`src/rtl/jamma_input_scanner.sv`:
```
// jamma_input_scanner: scans a shared JAMMA joystick bus per player with settle/debounce, and filters/stretches the coin inputs.
module jamma_input_scanner #(
  parameter int NUM_PLAYERS  = 2,
  parameter int JOY_W        = 8,
  parameter int SEL_W        = 1,
  parameter int SETTLE_CYC   = 4,
  parameter int DEBOUNCE_N   = 3,
  parameter int COIN_W       = 2,
  parameter int COIN_STRETCH = 16
) (
  input  logic                         CLK,
  input  logic                         RESET_N,
  input  logic                         CLK_EN,
  input  logic [JOY_W-1:0]             JJOY,
  input  logic [JOY_W-1:0]             JOYSTICK_LOCAL,
  input  logic [COIN_W-1:0]            JCOIN,
  output logic [SEL_W-1:0]             JSELECT,
  output logic [NUM_PLAYERS*JOY_W-1:0] JOY_OUT,
  output logic [COIN_W-1:0]            COIN_OUT,
  output logic                         SCAN_DONE
);
  localparam logic [0:0] SETTLE = 1'b0;
  localparam logic [0:0] SAMPLE = 1'b1;
  logic [0:0]       state;
  logic [7:0]       slot_cnt;
  logic [JOY_W-1:0] cand [NUM_PLAYERS];
  logic [3:0]       db_cnt [NUM_PLAYERS];
  logic [JOY_W-1:0] smp, cur_cand;
  logic [3:0]       cur_cnt, new_cnt;
  logic             last, take;
  logic [COIN_W-1:0] sync1, sync2, prev, fall;
  logic [15:0]      str_cnt [COIN_W];
  logic [15:0]      str_nxt [COIN_W];
  always_comb begin
    cur_cand = '1;
    cur_cnt = '0;
    for (int i = 0; i < NUM_PLAYERS; i++)
      if (JSELECT == SEL_W'(i)) begin
        cur_cand = cand[i];
        cur_cnt = db_cnt[i];
      end
    smp = JJOY & ((JSELECT == '0) ? JOYSTICK_LOCAL : '1);
    new_cnt = (smp != cur_cand) ? 4'd1 : (cur_cnt == 4'hF) ? cur_cnt : cur_cnt + 4'd1;
    last = JSELECT == SEL_W'(NUM_PLAYERS - 1);
    take = CLK_EN && state == SAMPLE;
  end
  always_ff @(posedge CLK or negedge RESET_N)
    if (!RESET_N) begin
      state <= SETTLE;
      slot_cnt <= '0;
      JSELECT <= '0;
      SCAN_DONE <= 1'b0;
    end else begin
      SCAN_DONE <= take && last;
      if (CLK_EN) begin
        state <= (state == SETTLE && slot_cnt == 8'(SETTLE_CYC - 1)) ? SAMPLE : SETTLE;
        slot_cnt <= (state == SETTLE && slot_cnt != 8'(SETTLE_CYC - 1)) ? slot_cnt + 8'd1 : '0;
        if (state == SAMPLE) JSELECT <= last ? '0 : JSELECT + 1'b1;
      end
    end
  // candidate, run length and output all commit on the SAMPLE edge of the selected player
  always_ff @(posedge CLK or negedge RESET_N)
    if (!RESET_N) begin
      JOY_OUT <= '1;
      for (int i = 0; i < NUM_PLAYERS; i++) begin
        cand[i] <= '1;
        db_cnt[i] <= '0;
      end
    end else if (take)
      for (int i = 0; i < NUM_PLAYERS; i++)
        if (JSELECT == SEL_W'(i)) begin
          cand[i] <= smp;
          db_cnt[i] <= new_cnt;
          if (new_cnt >= 4'(DEBOUNCE_N)) JOY_OUT[i*JOY_W +: JOY_W] <= smp;
        end
  always_ff @(posedge CLK or negedge RESET_N)
    if (!RESET_N) {sync2, sync1} <= '1;
    else {sync2, sync1} <= {sync1, JCOIN};
  always_comb begin
    fall = prev & ~sync2;
    for (int i = 0; i < COIN_W; i++)
      str_nxt[i] = fall[i] ? 16'(COIN_STRETCH) : (str_cnt[i] != '0) ? str_cnt[i] - 16'd1 : '0;
  end
  // edge history only advances on enabled cycles so a press during a stall is not lost
  always_ff @(posedge CLK or negedge RESET_N)
    if (!RESET_N) begin
      prev <= '1;
      COIN_OUT <= '1;
      for (int i = 0; i < COIN_W; i++) str_cnt[i] <= '0;
    end else if (CLK_EN) begin
      prev <= sync2;
      for (int i = 0; i < COIN_W; i++) begin
        str_cnt[i] <= str_nxt[i];
        COIN_OUT[i] <= (str_nxt[i] == '0) && sync2[i];
      end
    end
endmodule

```
`config.mk`:
```
export PLATFORM = sky130hd
export DESIGN_NAME = jamma_input_scanner
export DESIGN_NICKNAME = d
export VERILOG_FILES = /design/src/rtl/jamma_input_scanner.sv
export SDC_FILE = /design/constraint.sdc
export NUM_CORES = 1
export LEC_CHECK = 0
export BUFFER_PORTS_ARGS = -buffer_cell sky130_fd_sc_hd__buf_2
export CORE_MARGIN = 5
export CORE_UTILIZATION = 54
export CTS_CLUSTER_SIZE = 10
export DETAILED_ROUTE_END_ITERATION = 7
export GPL_TIMING_DRIVEN = 1
export PLACE_DENSITY = 0.77
export REMOVE_ABC_BUFFERS = 1
export SETUP_SLACK_MARGIN = 0.02
export SLEW_MARGIN = 30
export SYNTH_ARGS = -nofsm -noshare
export SYNTH_HDL_FRONTEND = slang
export SYNTH_SLANG_ARGS = --single-unit
export TNS_END_PERCENT = 1
```
`constraint.sdc`:
```
create_clock -name CLK -period 2.38 [get_ports CLK]
set_input_delay 0.238 -clock CLK [delete_from_list [all_inputs] [get_ports CLK]]
set_output_delay 0.238 -clock CLK [all_outputs]
set_load 0.005 [all_outputs]
```
==> results.toml <==
[run_status]
status = "finished, final reports clean"

[timing]
layout_setup_ws_ns = 0.0445
tightest_slew_ns = 0.505
maxSlewHeadroom = 0.660
hold_violations = 0
fin_crit_ns = 2.34
rsz0062_at_grt = "true"
whs_ns = 0.0883
setup_violations = 0
fmax_mhz = 428
period_share = 0.981
drv_slew = 0
fin_skew_ns = 0.0183

[clocking]
clkSinkCount = 91
tritoncts = "built"
cts.reportedPaths.clkPinSlew_ns = 0.10
root_buffer = "clkbuf_8"
htreeDepth = 3
cts_buffers = 9
cts_buffer_depth = 2
clk_latency_ns = 0.36

[route]
dr_total_vias = 4027
drtIter0Drc = 286
drt_first_pass_iters = 4
drc = 0
wl_per_cell_um = 16.5
ant_nets = 0
wirelength_mm = 11.1
via_per_inst = 5.95

[yosys]
synth-edff-count = 0
synth_common_cells = "65 x nand2_1, 51 x dfrtp_1, 40 x dfstp_2, 39 x o21ai_0, 32 x nor2_1"
synth_most_common_cell = "nand2_1"
syn-cell-area_um2 = 4830
ys_ff_latch = 91
synth_top_cell_area_share = 0.264
async_reset_ff_frac = 1.00
synth_area_leaders = "dfrtp_1 26%, dfstp_2 22%, mux2_2 5.6%, nand2_1 5.0%, o21ai_0 4.0%"
synth.distinct_cells = 53
avgSynthCellArea_um2 = 9.71
ys_seq_area_frac = 0.481
synth_ff_type = "dfrtp_1"
synthCells = 498
synth_top_area_cell = "dfrtp_1"
yosysWarnings = 0

[placed_design]
hpwl_mm = 8.09
dpl_worst_slack_ns = 0.0536
gp_congestion = 0.872
io_buffers = 40

[worst_hold_path]
min_to = "cand[0]"
min_from = "JJOY[0]"
hold_path_class = "in2reg"
min_path_cells = 3

[power]
leakage_nw = 2.50
p_sw_mw = 2.50
seq_power_share = 0.419
vdd_drop_max_uv = 516
finalPower_mw = 6.22
p_int_mw = 3.72
swShare = 0.402
p_clk_frac = 0.157
p_per_area_nw_per_um2 = 1110
p_comb_frac = 0.423

[critical_path]
cp_top_family = "simple AND/OR/NAND/NOR gates"
cp-end-kind = "register"
path_cells = "buf_4 > or3_1 > or3_4 > nor4_4 > buf_4 > mux2_2"
required_ns = 2.67
crit_type = "reg2reg"
critPathMaxFanout = 5
r2r-start = "JSELECT"
r2r-end = "JOY_OUT[1]"
cpMaxStageDelayCell = "dfrtp_2"
cp_data_arrival_time_ns = 2.62
crit_top_cell = "buf_4"
path_buf_inv = 2
cp-start-kind = "register"
r2r_slack_ns = 0.04
reg2reg_depth = 6
critPathMaxStageDelay_ns = 0.46

[die]
die_area_um2 = 10900
initial_core_util = 0.554
rows = 34
io_pins = 41
core_region_area_um2 = 8720
dieHeight_um = 105
die_w_um = 105

[run]
maxCapViolations = 0

[global_routing]
grtUsageTotal = 0.206
grt_max_degree = 51
grt-ovfl-total = 0
antenna_found_initial = 0
first_global_vias = 4004
grt_pass1_wl_mm = 19.1

[layout]
syn_to_final_growth_pct = 16.0
diodes = 0
drive_above_1_share = 0.295
fillCellCount = 677
nets = 589
[cells in the final DEF, fill, tap and decap left out, types with 9 or more instances in the layout]
cell type,instances
o21ai_0,39
buf_2,39
dfrtp_1,50
xor2_1,13
clkbuf_8,9
dfstp_2,40
xnor2_1,9
nor2_1,32
inv_1,14
buf_4,34
a21oi_1,14
a22o_1,14
nand2_1,65
nand2b_1,10
nor3_1,22
mux2_2,22
or4_1,9
nand3_1,9
[worst min-delay path: stages]
cell,delay (ns)
buf_2,0.12
nand2_1,0.05
nand2_1,0.04
[layout make-up]
| cell class | instances | area, µm² | share of cell area |
|---|---|---|---|
| multi-input cells | 370 | 2400 | 0.429 |
| flip-flops and latches | 91 | 2330 | 0.415 |
| repair buffers | 78 | 503 | 0.0897 |
| well taps | 108 | 135 | 0.0241 |
| clock buffers | 9 | 124 | 0.0221 |
| clock inverters | 7 | 57.6 | 0.0103 |
| inverters | 14 | 52.6 | 0.00937 |
[worst max path at each step]
stage,from,depth (start not counted),to,slack [ns]
3_3_place_gp,JSELECT,7,JOY_OUT[7],0.12
6_report,JSELECT,6,JOY_OUT[1],0.04
3_5_place_dp,JSELECT,7,JOY_OUT[4],0.05
4_1_cts,JSELECT,7,JOY_OUT[4],0.03
2_1_floorplan,JSELECT,7,JOY_OUT[10],-0.23
5_1_grt,JSELECT,6,JOY_OUT[1],-0.009
[power groups by stage]
stage                     clock network, mW  registers, mW  logic, mW
final                                 0.978           2.61       2.63
after global routing                   1.08           2.68       2.92
after CTS                              1.00           2.59       2.53
after detailed placement                  0           2.60       2.51
after global placement                    0           2.58       2.43
after floorplan                           0           2.53       1.69
[state kept, by name, indices dropped and copies added (netlist names), 2 cells and up]
register	cells
str_cnt	32
JOY_OUT	16
cand	16
db_cnt	8
slot_cnt	8
COIN_OUT	2
prev	2
sync1	2
sync2	2
[kinds of logic (layout without fill, tap and decap cells)]
logic type      count (synthesis)  count (layout)  synth area share
mux                            30              30            0.0683
simple gates                  192             192             0.203
fa+ha+maj                       4               4            0.0104
buf+inv                        37             108            0.0308
xor+xnor                       22              22            0.0399
flops                          91              91             0.481
compound gates                122             122             0.166
[metal layers]
layer / vias to the layer above / track usage / wire (µm)
met3: 16 / 0.0432 / 680
met5: - / 0 / 0
li1: 1930 / - / -
met4: 0 / 0.0621 / 178
met1: 1936 / 0.288 / 4970
met2: 145 / 0.327 / 5320
[stage by stage]
step	cells	instance area [µm²]	TNS, ns	utilization
floorplan	475	4740	-3.63	-
global placement	657	5330	0	0.611
detailed placement	657	5330	0	0.611
CTS	676	5540	0	0.635
global route	677	5610	-0.0153	0.643
finish	677	5610	0	0.643
[timing repair]
action,CTS,global route
buffers inserted,0,1
hold endpoints to repair,33,0
endpoints found under the setup margin,0,17
hold buffers,3,0
gates resized for setup,0,11
Power figures use the tool's default switching activity.
